--- src/rtl/pipe_funnel_shifter_pkg.sv ---
// Shared op encoding for the shift unit and the ALU decoder that feeds it.
package pipe_funnel_shifter_pkg;

    localparam int OP_W = 3;

    typedef enum logic [OP_W-1:0] {
        OP_LSL = 3'd0,
        OP_LSR = 3'd1,
        OP_ASR = 3'd2,
        OP_ROL = 3'd3,
        OP_ROR = 3'd4,
        OP_FSR = 3'd5
    } op_e;

endpackage

--- src/rtl/pipe_funnel_shifter_stage.sv ---
// One funnel pipeline stage: registers valid/data/k/tag/err and conditionally
// shifts the 2W-bit funnel right by SH when the matching bit of k is set.
module pfs_stage #(
    parameter int W     = 8,
    parameter int TAG_W = 4,
    parameter int SH    = 1,
    localparam int AW   = $clog2(W) + 1,
    localparam int KB   = $clog2(SH)
) (
    input  logic               clk,
    input  logic               rst_n,
    input  logic               adv_i,
    input  logic               vld_i,
    input  logic [2*W-1:0]     data_i,
    input  logic [AW-1:0]      k_i,
    input  logic [TAG_W-1:0]   tag_i,
    input  logic               err_i,
    output logic               vld_o,
    output logic [2*W-1:0]     data_o,
    output logic [AW-1:0]      k_o,
    output logic [TAG_W-1:0]   tag_o,
    output logic               err_o
);

    logic             vld_q;
    logic [2*W-1:0]   data_q;
    logic [AW-1:0]    k_q;
    logic [TAG_W-1:0] tag_q;
    logic             err_q;

    // Load from predecessor whenever the pipe advances; bubbles move too.
    always_ff @(posedge clk or negedge rst_n) begin
        if (!rst_n) begin
            vld_q  <= 1'b0;
            data_q <= '0;
            k_q    <= '0;
            tag_q  <= '0;
            err_q  <= 1'b0;
        end else if (adv_i) begin
            vld_q  <= vld_i;
            data_q <= k_i[KB] ? (data_i >> SH) : data_i;
            k_q    <= k_i;
            tag_q  <= tag_i;
            err_q  <= err_i;
        end
    end

    assign vld_o  = vld_q;
    assign data_o = data_q;
    assign k_o    = k_q;
    assign tag_o  = tag_q;
    assign err_o  = err_q;

endmodule

--- src/rtl/pipe_funnel_shifter.sv ---
// Pipelined shift unit: every op is folded into a 2W-bit funnel right shift by
// k (0..W), then resolved one shift-amount bit per register stage.
module pipe_funnel_shifter
    import pipe_funnel_shifter_pkg::*;
#(
    parameter int W     = 8,
    parameter int TAG_W = 4,
    localparam int AW   = $clog2(W) + 1
) (
    input  logic             clk,
    input  logic             rst_n,
    input  logic             in_valid,
    output logic             in_ready,
    input  logic [OP_W-1:0]  in_op,
    input  logic [W-1:0]     in_a,
    input  logic [W-1:0]     in_b,
    input  logic [AW-1:0]    in_amt,
    input  logic [TAG_W-1:0] in_tag,
    output logic             out_valid,
    input  logic             out_ready,
    output logic [W-1:0]     out_data,
    output logic [TAG_W-1:0] out_tag,
    output logic             out_err
);

    localparam logic [AW-1:0] WK = AW'(W);

    // Index 0 is the decode register, AW is the output stage.
    logic [AW:0]                vld_pipe;
    logic [AW:0][2*W-1:0]       data_pipe;
    logic [AW:0][AW-1:0]        k_pipe;
    logic [AW:0][TAG_W-1:0]     tag_pipe;
    logic [AW:0]                err_pipe;

    logic adv;
    assign adv      = out_ready || !vld_pipe[AW];
    assign in_ready = adv;

    logic [AW-1:0]  amt_sat, amt_mod, rol_tmp, k_d;
    logic [2*W-1:0] fun_d;
    logic           err_d;

    // Decode each op into {hi, lo} plus a right-shift amount k in 0..W.
    always_comb begin
        amt_sat = (in_amt > WK) ? WK : in_amt;
        amt_mod = {1'b0, in_amt[AW-2:0]};
        rol_tmp = WK - amt_mod;
        fun_d   = '0;
        k_d     = '0;
        err_d   = 1'b0;
        case (in_op)
            OP_LSL: begin fun_d = {in_a, {W{1'b0}}};     k_d = WK - amt_sat;               end
            OP_LSR: begin fun_d = {{W{1'b0}}, in_a};     k_d = amt_sat;                    end
            OP_ASR: begin fun_d = {{W{in_a[W-1]}}, in_a}; k_d = amt_sat;                   end
            OP_ROL: begin fun_d = {in_a, in_a};          k_d = {1'b0, rol_tmp[AW-2:0]};    end
            OP_ROR: begin fun_d = {in_a, in_a};          k_d = amt_mod;                    end
            OP_FSR: begin fun_d = {in_b, in_a};          k_d = amt_sat;                    end
            default: err_d = 1'b1;
        endcase
    end

    logic             s0_vld_q;
    logic [2*W-1:0]   s0_data_q;
    logic [AW-1:0]    s0_k_q;
    logic [TAG_W-1:0] s0_tag_q;
    logic             s0_err_q;

    // Decode register; in_ready == adv, so accept is simply in_valid here.
    always_ff @(posedge clk or negedge rst_n) begin
        if (!rst_n) begin
            s0_vld_q  <= 1'b0;
            s0_data_q <= '0;
            s0_k_q    <= '0;
            s0_tag_q  <= '0;
            s0_err_q  <= 1'b0;
        end else if (adv) begin
            s0_vld_q  <= in_valid;
            s0_data_q <= fun_d;
            s0_k_q    <= k_d;
            s0_tag_q  <= in_tag;
            s0_err_q  <= err_d;
        end
    end

    assign vld_pipe[0]  = s0_vld_q;
    assign data_pipe[0] = s0_data_q;
    assign k_pipe[0]    = s0_k_q;
    assign tag_pipe[0]  = s0_tag_q;
    assign err_pipe[0]  = s0_err_q;

    for (genvar j = 1; j <= AW; j++) begin : g_stg
        pfs_stage #(.W(W), .TAG_W(TAG_W), .SH(1 << (j-1))) u_stg (
            .clk    (clk),
            .rst_n  (rst_n),
            .adv_i  (adv),
            .vld_i  (vld_pipe[j-1]),
            .data_i (data_pipe[j-1]),
            .k_i    (k_pipe[j-1]),
            .tag_i  (tag_pipe[j-1]),
            .err_i  (err_pipe[j-1]),
            .vld_o  (vld_pipe[j]),
            .data_o (data_pipe[j]),
            .k_o    (k_pipe[j]),
            .tag_o  (tag_pipe[j]),
            .err_o  (err_pipe[j])
        );
    end

    assign out_valid = vld_pipe[AW];
    assign out_data  = data_pipe[AW][W-1:0];
    assign out_tag   = tag_pipe[AW];
    assign out_err   = err_pipe[AW];

    // The final k and the upper funnel half carry no information at the output.
    logic unused_ok;
    assign unused_ok = ^{k_pipe[AW], data_pipe[AW][2*W-1:W]};

endmodule
--- config.mk ---
export PLATFORM = sky130hd
export DESIGN_NAME = pipe_funnel_shifter
export DESIGN_NICKNAME = d
export VERILOG_FILES = /design/src/rtl/pipe_funnel_shifter_pkg.sv /design/src/rtl/pipe_funnel_shifter_stage.sv /design/src/rtl/pipe_funnel_shifter.sv
export SDC_FILE = /design/constraint.sdc
export NUM_CORES = 1
export LEC_CHECK = 0
export ABC_CLOCK_PERIOD_IN_PS = 2100
export CAP_MARGIN = 20
export CELL_PAD_IN_SITES_DETAIL_PLACEMENT = 1
export CELL_PAD_IN_SITES_GLOBAL_PLACEMENT = 1
export CORE_MARGIN = 2
export CORE_UTILIZATION = 47
export DETAILED_ROUTE_END_ITERATION = 8
export HOLD_SLACK_MARGIN = 0.1
export PLACE_DENSITY_LB_ADDON = 0.1
export SETUP_SLACK_MARGIN = 0.2
export SLEW_MARGIN = 25
export SYNTH_ARGS = -nofsm -noshare
export SYNTH_HDL_FRONTEND = slang
export SYNTH_HIERARCHICAL = 1
export SYNTH_SLANG_ARGS = --single-unit
--- constraint.sdc ---
create_clock -name clk -period 2.1 [get_ports clk]
set_clock_uncertainty 0.2 [all_clocks]
set_input_delay 0.63 -clock clk [delete_from_list [all_inputs] [get_ports clk]]
set_output_delay 0.63 -clock clk [all_outputs]
set_load 0.02 [all_outputs]
==> results summary, run 1 <==
OpenSTA, run right after detailed placement, puts the worst setup slack at -756 ps. The CTS buffer count is 9. The number of slew-limit violations in the final report is 0.

The clock tree root buffer cell is sky130_fd_sc_hd__clkbuf_16. Entering global routing, the biggest net connects 36 pins. The via count of the first global-routing pass was approximately 3900.

After clock tree synthesis, the clock-pin slew on the worst setup and hold paths is approximately 70 ps. The total global-route track usage is 20.7%. The slew at the pin closest to its max-slew limit came out at 805 ps. The pre-antenna-repair detailed-routing pass consisted of 4 iterations. The post-detailed-placement half-perimeter wirelength is between 7000 and 8000 microns. The power density of the placed cells came out at 1340 mW/mm^2.

After detailed routing, the average wire length per cell comes to about 17 microns. The first-pass GRT wire length came out at 19500 microns. The worst slew slack as a fraction of its limit is about 46%. The startpoint identified for the worst hold timing path is s0_vld_q.

The worst endpoint required time is 2120 ps. The path class of the tightest hold or removal check is reg -> reg. The die span in x is about 110 microns.

The average footprint of a synthesized cell came out at ~11 sq um. The flow ran to the end, and the final reports show no timing, DRC or antenna violations. The initial antenna violation count came out at 0. The number of rows created at floorplan came out at 38. The maximum fanout along the worst path came out at 2.

The tool flagged a number of max-cap violations equal to 0. The longest clock path from root to sink contains 2 buffers. The worst path setup slack after routing came out at 139 ps. Once detail routing completed, the nets flagged for antenna violations numbered 0.

The endpoint identified for the worst register-to-register timing path is g_stg[1].u_stg/tag_o[2]. In the final design database the tool counted approximately 560 nets. The starting utilization of the core area is approximately half. The minimum setup slack among reg-to-reg paths is 310 ps.

After detailed routing, the number of remaining DRC violations is 0. The cell count after synthesis is approximately 480. The achievable clock frequency came out at between 500 and 600 MHz.

The clock net in this run drives a total of about 110 sinks. The worst setup path is launched from an input pin. The fraction of final layout cells sized beyond drive strength 1 came out at a little under 20%. Setup repair after global routing could not meet its margin everywhere. The congestion estimate from routability-driven global placement came to approximately 0.8. In this run the count of I/O pins placed on the die edge is 46. The clock tree from TritonCTS is yes.

The netlist area before placement came out at 0.00532 sq mm. The count of fill cells added during filler insertion came out at ~1200. The critical path is of the in -> reg type. Summed over all layers, the routed wires come to around 12000 microns. The overall via count from detail_route came out at between 3000 and 4000.

The number of hold violations in the final report is 0. The sequential cell area is 0.00280 sq mm. The area overhead of the layout relative to synthesis came out at 19.7%. The number of nets in the synthesized netlist is ~500.

The hold-critical path endpoint is s0_vld_q. The count of buffers added on input and output ports is 45. The initial DRC count is approximately 140. The count of final setup violators is 0.

The summed negative setup slack over all endpoints came out at 0 ps. In this run the vertical extent of the chip is about 110 microns. The latest clock arrival within the worst-skew pair came out at between 300 and 400 ps. Summing all multi-input logic gate instances after layout gives approximately 0.0022 sq mm. The most critical setup path has its startpoint at in_amt[0]. For this run the aggregate overflow at the end of global routing stands at 0.

Final hold analysis gives a worst-case slack of 270 ps. The worst setup path is captured at a flop. The maximum ir drop on the vdd rail is between 0.6 and 0.7 mV.

The core region is between 0.01 and 0.015 sq mm. The number of cells on the worst hold path came out at 2. The area of the die is 0.0122 sq mm. The minimum clock period is ~2000 ps. The antenna diode count is 0. The mean number of vias per cell came out at around 5.4.

Yosys printed 6 warnings. The maximum level of the CTS H-tree came out at 3. Data on the critical path arrives at its endpoint at a little under 2000 ps. The share of the clock period used by the worst path came out at between 90 and 100%. The depth of the most critical reg-to-reg path is 5. The total leakage power came out at 2.87 nW. Total power for the finished layout comes to 8.52 mW.

The final core area utilization is 58.2%. The worst register-to-register path begins at g_stg[4].u_stg/vld_o.
## critical path, cell delays in order
cell and delay, ps:
sky130_fd_sc_hd__buf_8 100, sky130_fd_sc_hd__inv_6 50, sky130_fd_sc_hd__ha_4 130, sky130_fd_sc_hd__nand2b_1 60, sky130_fd_sc_hd__a21o_1 190, sky130_fd_sc_hd__ha_4 230, sky130_fd_sc_hd__a211oi_4 230, sky130_fd_sc_hd__a2111oi_2 80
sky130_fd_sc_hd__a311o_1 280
## state kept, by name, summed over array words and instances, names as in the netlist
signal / cells
g_stg.u_stg/tag_o: 16
g_stg.u_stg/vld_o: 4
s0_err_q: 1
s0_k_q: 4
s0_vld_q: 1
s0_data_q: 16
g_stg.u_stg/data_o: 56
g_stg.u_stg/err_o: 4
g_stg.u_stg/k_o: 6
s0_tag_q: 4
## through the flow
stage          area [sq um]  std cells
6_report               6360        674
3_5_place_dp           5940        654
4_1_cts                6330        674
2_1_floorplan          5370        475
3_3_place_gp           5940        654
5_1_grt                6360        674
## routing by layer
metal / up-vias / GRT usage (%) / share of wire (%)
met2: 52 / 34.6 / 50
met5: - / 0 / 0
met1: 1803 / 27.5 / 46
met3: 10 / 3.29 / 2.4
met4: 0 / 7.23 / 1.7
li1: 1746 / - / -
## worst max path at each step
stage / cells past startpoint / to / slack (ps)
detailed placement: 9 / s0_k_q[1] / -760
finish: 9 / s0_k_q[1] / 140
global placement: 9 / s0_k_q[1] / -680
CTS: 9 / s0_k_q[1] / 100
floorplan: 8 / s0_k_q[1] / -20
global route: 9 / s0_k_q[1] / 100
## layout make-up
type | instances | area share [%]
tap | 140 | 2.75
inverter | 12 | 1.02
clock inverter | 3 | 0.629
timing repair buffer | 86 | 13.6
sequential | 112 | 44.0
clock buffer | 13 | 4.09
multi-input combinational | 308 | 33.9
## timing repair
item / CTS / global route
endpoints found under the setup margin: 119 / 17
gates cloned: 2 / 0
pin swaps: 6 / 4
buffers inserted: 1 / 0
hold endpoints to repair: 19 / 0
resized for setup: 55 / 13
hold buffers: 1 / 0
## cells in the final DEF (no fill, tap or decap), types with 11 or more instances in the layout
cell / n
sky130_fd_sc_hd__dfrtp_1: 112
sky130_fd_sc_hd__a21oi_1: 66
sky130_fd_sc_hd__o21ai_0: 11
sky130_fd_sc_hd__buf_4: 32
sky130_fd_sc_hd__clkdlybuf4s50_1: 22
sky130_fd_sc_hd__mux2i_1: 49
sky130_fd_sc_hd__mux2_2: 21
sky130_fd_sc_hd__nor2_1: 56
sky130_fd_sc_hd__nand2_1: 27
## power breakdown
group / switching [mW] / internal (mW) / total (mW)
clock: 0.716 / 0.988 / 1.70
combinational: 1.44 / 1.54 / 2.98
sequential: 0.727 / 3.11 / 3.84
Power figures use the tool's default switching activity.
==> run 2: changes to the inputs <==
- ABC_AREA: default -> 1
- CORE_UTILIZATION: 47 -> 43
- SYNTH_HIERARCHICAL: 1 -> default
==> results summary, run 2 <==
In this run the tool buffered the top-level ports with 45 buffer cells. The maximum number of pins on one net before global-route repair is 56. Setup repair after global routing could not meet its margin everywhere. The netlist area before placement came out at ~0.0051 sq mm. The net count after synthesis came out at between 600 and 700. The via count of the first global-routing pass is 4253. The number of slew-limit violations in the final report is 0.

The post-CTS clock slew at the launch and capture registers of the worst setup and hold paths is around 70 ps. The placer's final routability congestion estimate is approximately 0.75. The mean number of vias per cell came out at between 5 and 6. Of all nets on the critical path, the largest fanout is 3. Of the cells placed in the final design, the portion with a size suffix greater than 1 is between 10% and 20%. The path with the worst hold slack has its endpoint at g_stg[4].u_stg.vld_o. The most numerous cell in the Yosys netlist is sky130_fd_sc_hd__nand2_1.

The data arrival at the endpoint of the critical path came out at between 1500 and 2000 ps. The minimum clock period came out at roughly 1900 ps. Ranked by total cell area, the synthesized netlist is headed by sky130_fd_sc_hd__dfrtp_1, sky130_fd_sc_hd__nand2_1, sky130_fd_sc_hd__o21ai_0, sky130_fd_sc_hd__a21oi_1, sky130_fd_sc_hd__inv_1. The initial DRC count came out at 254. For this run, asynchronously set or reset flops after synthesis account for 100%.

For this block, the routed nets add up to between 10000 and 15000 microns of wire. In the final routing, the length of wire on met1 measures between 5000 and 6000 microns. The Yosys step of the flow raised 0 warnings. The most numerous cell on the critical path is sky130_fd_sc_hd__nand2_1. The register area share after synthesis came out at ~55%. In the synthesized netlist, the cells that appear most often are sky130_fd_sc_hd__nand2_1, sky130_fd_sc_hd__dfrtp_1, sky130_fd_sc_hd__o21ai_0.

The worst setup path is launched from an input pin. The boundary pin count came out at 46. The checks that failed: DRC. On the critical path, the stage with the largest delay is an instance of sky130_fd_sc_hd__dlygate4sd2_1. The first-pass GRT wire length is 20200 microns.

The tightest min-delay check is of the reg -> reg type. The initial antenna violation count came to 0. The residual antenna-violating net count after detailed routing came out at 0.

The total leakage power came out at 2.94 nW. Derived from the worst setup path, the maximum achievable clock frequency is around 530 MHz. The family of cells with the greatest summed delay on the critical path is buffers and inverters.

TritonCTS built the clock tree. The count of placed standard cells including taps is 789. The net count of the finished layout is just under 700. The tool flagged a number of max-cap violations equal to 0. The cell count after synthesis is just over 600. The number of buffers on the longest clock path came out at 2. The run finished, with violations left. CTS built an H-tree with a depth of 3. The simple-gate portion of the synthesized area came out at between 15 and 20%. The mean routed wirelength per cell came out at around 14 microns. The share of synthesized area spent on multiplexers is 0%. The antenna diode count is 0. The average footprint of a synthesized cell came out at between 8 and 9 sq um. The length of routed met3 wiring came out at 255 microns. The cell sitting at the root of the clock tree is a sky130_fd_sc_hd__clkbuf_16. The minimum setup slack among reg-to-reg paths came out at about 400 ps. The worst setup path is captured at a flop.

The share of the clock period used by the worst path came out at 89.4%. The area fraction of the dominant cell type after synthesis is 55.0%. The remaining routing DRC violations came out at 3. The floorplan die height came out at 113 microns. The number of distinct library cell variants in the gate-level netlist after synthesis came out at 23. Once the floorplan was initialized, standard cells occupied around 44% of the core. The endpoint identified for the worst register-to-register timing path is g_stg[1].u_stg.data_o[13]. The number of synthesized flops with an enable pin is 0. The number of flip-flops in the largest register is 56. In this run the power density over the cells is 1280 mW/mm^2. The critical path is of the in -> reg type. The worst register-to-register path begins at g_stg[4].u_stg.vld_o.

After detailed routing, no signal wire sits above met4. Total power for the finished layout comes to 7.76 mW. Counting cells, the worst reg-to-reg path comes to 7. The core outline area is between 0.01 and 0.015 sq mm. The total global routing overflow came out at 0. The die is 113 microns wide. The final non-filler cell total is 806. The count of final setup violators came out at 0.

The synthesized-area fraction occupied by adder cells is 0.491%. The number of synthesized register bits came out at 112. The CTS sink count came out at around 110. The maximum cell stage delay along the critical path came out at roughly 250 ps.

Detailed routing placed a total of approximately 5400 microns of wire on met2. The number of hold violations in the final report is 0. The synthesized netlist devotes around 16% of its cell area to compound gates. The most used flip-flop cell after synthesis is sky130_fd_sc_hd__dfrtp_1.

The synthesized design spends more area on one cell type than any other, namely sky130_fd_sc_hd__dfrtp_1. After Yosys synthesis, XOR and XNOR cells account for 0% of the synthesized area. The post-detailed-placement half-perimeter wirelength is ~8000 microns. The CTS buffer count came out at 9. The routed layout has 4055 vias.

The number of buffer and inverter instances along the worst setup path is 4. The worst slew slack as a fraction of its limit is 41.7%. Leaving out fill and tap cells, the most frequent cells in the layout are sky130_fd_sc_hd__nand2_1, sky130_fd_sc_hd__dfrtp_1, sky130_fd_sc_hd__o21ai_0.

The number of cells on the worst hold path is 2. For this run, the total global-route usage over all layers was measured as 19.3%. For the pin with the worst max-slew slack, the measured transition is a little under 900 ps. The critical hold path startpoint is g_stg[3].u_stg.vld_o. Traced cell by cell, the critical path runs through dlygate4sd2_1 -> inv_2 -> ha_4 -> nand2_4 -> a21oi_2 -> inv_1 -> ha_2 -> inv_1 -> nand2_1 -> nand3_1 -> nand3_1 -> nand2_1 -> nand2_1. The worst endpoint required time is ~2100 ps.

The worst-case IR drop observed on VDD is approximately 0.42 mV. By area, the combinational part of the netlist is dominated by simple AND/OR/NAND/NOR gates. The area of the die came out at between 0.01 and 0.015 sq mm. The number of iterations in the first detailed-routing pass came out at 8.

Leaving out fill and tap cells, the most frequent cell in the layout is sky130_fd_sc_hd__nand2_1. From synthesis to final layout, the design area changed by 19.1%. The number of rows created at floorplan is 39. Clock latency on the worst-skew pair, taken at its later pin, is about 340 ps.
-- run 2: final cells by class --
class	count	area, sq um
clock buffers	13	250
clock inverters	1	5.00
fillers	1377	5450
inverters	62	233
multi-input cells	399	1870
flip-flops and latches	112	2800
well taps	143	179
repair buffers	76	734
-- run 2: cells by family (layout without fill, tap and decap cells) --
| logic type | Yosys count | in the layout |
|---|---|---|
| compound gates | 149 | 149 |
| simple gates | 248 | 248 |
| buf+inv | 104 | 152 |
| flops | 112 | 112 |
| fa+ha+maj | 2 | 2 |
-- run 2: timing repair --
item,CTS,global route
endpoints found under the hold margin,20,0
setup endpoints to repair,111,37
pin swaps,2,3
buffers inserted,1,1
hold buffers,1,0
resized for setup,27,20
-- run 2: metal layers --
metal  vias to the layer above  global-route usage, %
met5                         -                      0
met4                         0                   7.32
met3                        15                   2.20
met2                        54                   32.5
met1                      1943                   26.0
li1                       2043                      -
-- run 2: where the power goes --
part	internal, mW	switching (mW)
sequential	3.07	0.519
clock	0.825	0.720
combinational	0.977	1.65
-- run 2: through the flow --
step	hold WS (ps)	utilization, %	TNS [ps]	worst slack (ps)	cell area, sq um
2_1_floorplan	134	-	0	204	5130
3_3_place_gp	232	50.2	-26720	-573	5780
3_5_place_dp	248	50.2	-28520	-573	5780
4_1_cts	265	52.4	0	90.3	6030
5_1_grt	300	52.7	0	112	6070
6_report	258	52.7	0	223	6070
-- run 2: worst register-to-register path: stages (launching register included) --
cell and delay (ps):
sky130_fd_sc_hd__dfrtp_1 390, sky130_fd_sc_hd__inv_2 70, sky130_fd_sc_hd__nor2_4 30, sky130_fd_sc_hd__inv_2 70
sky130_fd_sc_hd__buf_6 260, sky130_fd_sc_hd__buf_12 300, sky130_fd_sc_hd__o211ai_1 160, sky130_fd_sc_hd__o21ai_0 130
-- run 2: how the worst max path moves through the flow --
stage | start | slack [ps] | cells past startpoint | to
2_1_floorplan | in_amt[0] | 200 | 12 | s0_k_q[2]
3_3_place_gp | out_ready | -570 | 4 | in_ready
3_5_place_dp | out_ready | -570 | 4 | in_ready
4_1_cts | out_ready | 90 | 4 | in_ready
5_1_grt | in_amt[0] | 110 | 13 | s0_k_q[2]
6_report | in_amt[0] | 220 | 13 | s0_k_q[2]
==> run 3: changes to the inputs <==
- REMOVE_ABC_BUFFERS: default -> 1
==> results summary, run 3 (synthesis gave the netlist of run 2 again) <==
The run finished, with violations left. The final reports fail on DRC. In the final routed layout, each cell accounts on average for 15.1 microns. The startpoint of the most critical setup path is g_stg[4].u_stg.vld_o. The maximum number of pins on one net before global-route repair is 46.

The first global-routing pass estimated approximately 22000 microns of wire. The worst slew slack as a fraction of its limit is between 30% and 40%. After legalization and detailed placement, the total HPWL measured approximately 8600 microns. The power share of the clock group is 23.2%. The reported max-cap violation count is 0. The fraction of power spent switching nets came out at 35.8%.

The number of hold violations in the final report is 0. In the layout the commonest cells are sky130_fd_sc_hd__nand2_1, sky130_fd_sc_hd__dfrtp_1, sky130_fd_sc_hd__o21ai_0. The area of combinational cells with multiple inputs is around 0.0019 sq mm. The die span in x came out at between 100 and 150 microns.

Setup repair after global routing could not meet its margin everywhere. The final non-filler cell total came out at 823. The boundary pin count is 46. The initial DRC count came out at around 240. The mean number of vias per cell came out at 5.12. The critical hold path startpoint is g_stg[3].u_stg.vld_o. The number of slew-limit violations in the final report is 0. For the pin with the worst max-slew slack, the measured transition is around 940 ps. Setup violations remaining at the end of the flow were counted as 0. The worst setup path is launched from a flop. Counting I/O delays and the setup requirement, the final critical path takes approximately 1900 ps. The data arrival at the endpoint of the critical path came out at around 1100 ps.

The switching power came out at 3.01 mW. The initial antenna violation count is 0. The endpoint class of the critical path is a primary output. Per report_power, the sequential group accounts for ~43% of the total. The worst path setup slack after routing came out at ~190 ps. The minimum setup slack among reg-to-reg paths came out at around 330 ps. The fraction of power consumed by combinational cells is around 34%. The residual antenna-violating net count after detailed routing is 0. For this run, the detailed router's first-pass iteration total came to 6. The power density of the placed cells came out at approximately 1300 mW/mm^2. The area of the die came out at ~0.013 sq mm. The post-CTS clock slew at the launch and capture registers of the worst setup and hold paths is 70 ps. The fraction of final layout cells sized beyond drive strength 1 is a little over an eighth. The worst register-to-register path ends at g_stg[1].u_stg.data_o[6].

The placer's final routability congestion estimate came out at around 0.80. The via count of the first global-routing pass is ~4500. The sequential cell area came out at ~0.0028 sq mm. In this run the critical register-to-register path is launched from s0_k_q[0]. TritonCTS built the clock tree. The antenna diode count came out at 0. The final net count came out at a little over 700. Static timing analysis puts the maximum clock frequency at roughly 520 MHz. The critical path ends at in_ready.

Counting every sink on the clock net gives ~110. The maximum fanout along the worst path is 4. The floorplan die height is 113 microns. The maximum level of the CTS H-tree came out at 3. IR analysis of the VDD net gives a maximum drop of approximately 0.48 mV.

The worst slack at placement came out at -455 ps. The count of input and output buffers came out at 45. The total leakage power is ~3.1 nW.

Once the floorplan was initialized, standard cells occupied 44.3% of the core. The total global routing overflow is 0. The register with the most flip-flops in the layout has between 50 and 60 of them. The cell-internal power came out at 5.40 mW. After layout, the worst path uses roughly nine tenths of the clock period.

The final route contains between 4000 and 5000 vias. The most common cell after layout, fill and taps aside is sky130_fd_sc_hd__nand2_1. After floorplanning, the core was sized to cover 0.0115 sq mm.

The number of rows created at floorplan is 39. The depth of the most critical reg-to-reg path is 3. The aggregate routed wire length came out at around 12000 microns.

The worst setup path is of the reg -> out kind. The clock reaches the later pin of the worst-skew pair after roughly 350 ps. The cell sitting at the root of the clock tree is a sky130_fd_sc_hd__clkbuf_16.

The min-delay analysis places its worst path in the category reg -> reg. The remaining routing DRC violations is 5. The count of fill cells added during filler insertion came out at 1367. The count of placed standard cells including taps is around 800. The total global-route track usage came out at between 20% and 30%. The number of buffers on the longest clock path came out at 2. At the worst endpoint, the required time is about 1300 ps. The area overhead of the layout relative to synthesis is 24.5%.

The CTS buffer count came out at 9.
==> run 3: changes by cell type in the layout (fill, tap and decap cells not counted), sizes merged, moves of 2 or more <==
cell / delta
dlygate4sd2: +4
bufinv: +3
buf: +17
clkdlybuf4s15: -4
clkbuf: -2
==> run 3: timing repair <==
item                                    in CTS  in global routing
gates resized for setup                     27                 21
pin swaps                                    6                  3
hold endpoints to repair                    29                  0
hold buffers                                 1                  0
buffers inserted                             3                  3
endpoints found under the setup margin      17                 21
==> run 3: cell type report <==
class | instances | area share [%]
clock buffer | 11 | 3.98
clock inverter | 3 | 1.42
inverter | 62 | 3.71
multi-input combinational | 399 | 29.9
sequential | 112 | 44.2
tap | 143 | 2.82
timing repair buffer | 93 | 14.0
==> run 3: per-layer routing <==
layer / vias up / global-route usage [%] / wire [microns]
met1: 2070 / 26.7 / 5660
li1: 2074 / - / -
met2: 59 / 37.1 / 6340
met4: 0 / 5.93 / 155
met5: - / 0 / 0
met3: 13 / 2.84 / 274
==> run 3: through the flow <==
stage	hold WS, ps	total power, mW	area (sq um)	setup TNS, ps	util, %
after global routing	292	9.07	6340	0	55.1
after global placement	231	6.32	5880	-6060	51.1
final	257	8.41	6340	0	55.1
after CTS	264	8.45	6250	0	54.3
after detailed placement	246	6.51	5880	-8180	51.1
after floorplan	134	5.21	4870	-284370	-
==> run 3: worst min path at each step <==
stage,slack [ps],depth (start not counted),end
6_report,260,2,g_stg[4].u_stg.vld_o
5_1_grt,290,2,g_stg[4].u_stg.vld_o
4_1_cts,260,2,g_stg[4].u_stg.vld_o
3_5_place_dp,250,2,g_stg[4].u_stg.vld_o
3_3_place_gp,230,2,g_stg[4].u_stg.vld_o
2_1_floorplan,130,0,g_stg[1].u_stg.data_o[0]
==> run 3: power groups by stage <==
stage	Sequential, mW	Combinational [mW]	Clock (mW)
floorplan	3.69	1.53	0
global placement	3.56	2.76	0
detailed placement	3.63	2.88	0
CTS	3.59	2.87	1.99
global route	3.71	3.30	2.07
finish	3.58	2.87	1.95
==> run 3: critical path, stage by stage (launching register included) <==
cell and delay [ps]:
sky130_fd_sc_hd__dfrtp_1 350, sky130_fd_sc_hd__inv_1 70, sky130_fd_sc_hd__nor2_4 120, sky130_fd_sc_hd__inv_4 60, sky130_fd_sc_hd__buf_12 130
==> RTL change, RTL diff (flow settings as in run 3) <==
Reset style: synchronous (`rst_n`), changed in 2 clocked blocks.
--- a/src/rtl/pipe_funnel_shifter_stage.sv
+++ b/src/rtl/pipe_funnel_shifter_stage.sv
@@ -30,5 +30,5 @@
 
     // Load from predecessor whenever the pipe advances; bubbles move too.
-    always_ff @(posedge clk or negedge rst_n) begin
+    always_ff @(posedge clk) begin
         if (!rst_n) begin
             vld_q  <= 1'b0;
--- a/src/rtl/pipe_funnel_shifter.sv
+++ b/src/rtl/pipe_funnel_shifter.sv
@@ -67,5 +67,5 @@
 
     // Decode register; in_ready == adv, so accept is simply in_valid here.
-    always_ff @(posedge clk or negedge rst_n) begin
+    always_ff @(posedge clk) begin
         if (!rst_n) begin
             s0_vld_q  <= 1'b0;
Check against the original RTL: differs if rst_n is asserted again (counterexample within 10 cycles, from zero or initial values and one cycle with rst_n low); with rst_n held inactive, the same outputs for 10 cycles.
==> RTL change against run 3 <==
  * Hold slack better by 0.017 ns
  * Wire length is 3.5% lower
  * Setup slack improved by 0.015 ns
  * Area after synthesis is 8.9% lower
  * Design area shrank 10%
  * Die area down 8.6%
  * Synthesized cell count grew 2.0%
  * Sequential cell count stayed put
  * Critical endpoint unchanged
  * Highest routed layer unchanged
Power is not compared: it rests on default switching activity, and its combinational part moved more than twofold at a synthesized area within 25%.
==> RTL change: results (changes against run 3) <==
Status
  – Status: completed (was complete, but fails checks)

Logic synthesis
  – Adder-Cell Fraction of Synth Area: 0.539% (was 0.491%)
  – Cells after Synth: 627 (was 615)
  – Register area share after synthesis: 48.3% (was 55.0%)
  – Post-Synth XOR/XNOR Area: 0.189% (was 0%)
  – Area contributors post-synth: dfxtp_1, nand2_1, o21ai_0 (was dfrtp_1, nand2_1, o21ai_0)
  – Synth cell types: 28 (was 23)
  – Ys async rst share: 0% (was 100%)
  – Compound-Gate Fraction of Synth Area: 21.0% (was 16.2%)
  – Most used flip-flop cell after synthesis: dfxtp_1 (was dfrtp_1)

Clock network
  – Later-pin clock latency in the skew report: 0.38 ns (was 0.35 ns)
  – CTS Root Cell: clkbuf_8 (was clkbuf_16)
  – # Post-CTS Setup Buffers: 5 (was 3)
  – CTS clk-pin slew, worst paths: 0.11 ns (was 0.07 ns)
  – Cts hold-fix bufs: 0 (was 1)
  – Post-CTS Resized: 44 (was 27)

Placed design
  – # port buffers: 45 (unchanged)
  – Dpl hpwl: 8.66 mm (was 8.56 mm)
  – Setup WS pre-CTS: -0.527 ns (was -0.455 ns)
  – Placed Instance Area: 5420 µm² (was 5880 µm²)
  – Gpl congestion: 0.861 (was 0.797)
  – Placed Cells: 798 (was 802)

Setup path
  – Max FO, Critical Path: 2 (was 4)
  – RR Endpoint: g_stg[1].u_stg.data_o[1] (was g_stg[1].u_stg.data_o[6])
  – CP startpoint: g_stg[4].u_stg.vld_o (unchanged)
  – Cells on worst reg2reg path: 9 (was 3)
  – Kind of cell adding the most delay to the critical path: flip-flops (unchanged)
  – Critical path's slowest cell: dfxtp_2 (was dfrtp_1)

Cells and area
  – Clock Buffer Count: 10 (was 11)
  – Inverters: 20 (was 62)
  – Fillers: 1328 (was 1367)
  – Sequential share of cell area: 39.4% (was 44.2%)
  – Fraction of area in multi-input gates: 37.5% (was 29.9%)
  – Multi-input comb cells: 444 (was 399)
  – Final non-clock buffer share: 15.1% (was 14.0%)
  – Finished layout cell area: 5690 µm² (was 6340 µm²)
  – ClkCell Share: 3.56% (was 5.40%)
  – Layout Nets: 714 (was 710)

Worst hold path
  – Hold-critical path endpoint: g_stg[3].u_stg.data_o[14] (was g_stg[4].u_stg.vld_o)
  – Hold path startpoint: g_stg[3].u_stg.data_o[14] (was g_stg[3].u_stg.vld_o)

GRT
  – Via count of the first global-routing pass: 4312 (was 4506)
  – GR Util met3: 3.39% (was 2.84%)
  – Grt met2 use: 38.6% (was 37.1%)
  – GRT Util Overall: 21.4% (was 20.9%)
  – First-pass GRT wire length: 20.1 mm (was 21.6 mm)
  – Met1 GRT Util: 26.1% (was 26.7%)

Routing
  – Met1 WL: 5.49 mm (was 5.66 mm)
  – Drt first pass iters: 4 (was 6)
  – Met3 WL: 310 µm (was 274 µm)
  – First-iteration detailed-routing DRC count: 177 (was 237)
  – Vias: 4288 (was 4216)

Timing
  – Hold slack: 0.274 ns (was 0.257 ns)
  – Crit path time final: 1.90 ns (was 1.91 ns)

Die
  – Tap cell count: 136 (was 143)
-- RTL change: cell count changes after synthesis, sizes merged, moves of 2 or more --
cell	delta
buf	-2
o21ai	+8
nor2	+49
clkbuf	+11
dfxtp	+112
a21oi	-15
nand2	-33
dfrtp	-112
a31oi	+49
clkinv	+3
inv	-45
o31ai	-2
o211ai	-13
-- RTL change: worst register-to-register path: stages (launching register included) --
cell     delay [ns]
dfxtp_2        0.35
inv_2          0.04
nor2_4         0.10
inv_4          0.06
buf_4          0.12
buf_4          0.14
buf_12         0.15
buf_4          0.21
o21ai_0        0.22
a31oi_1        0.07
-- RTL change: power by group --
part           switching [µW]  total [µW]  leakage, µW  internal (µW)
Sequential               59.0        2280     0.000913           2220
Combinational             243         442      0.00126            199
Clock                     763        1330    0.0000990            570
Total                    1060        4050      0.00228           2990
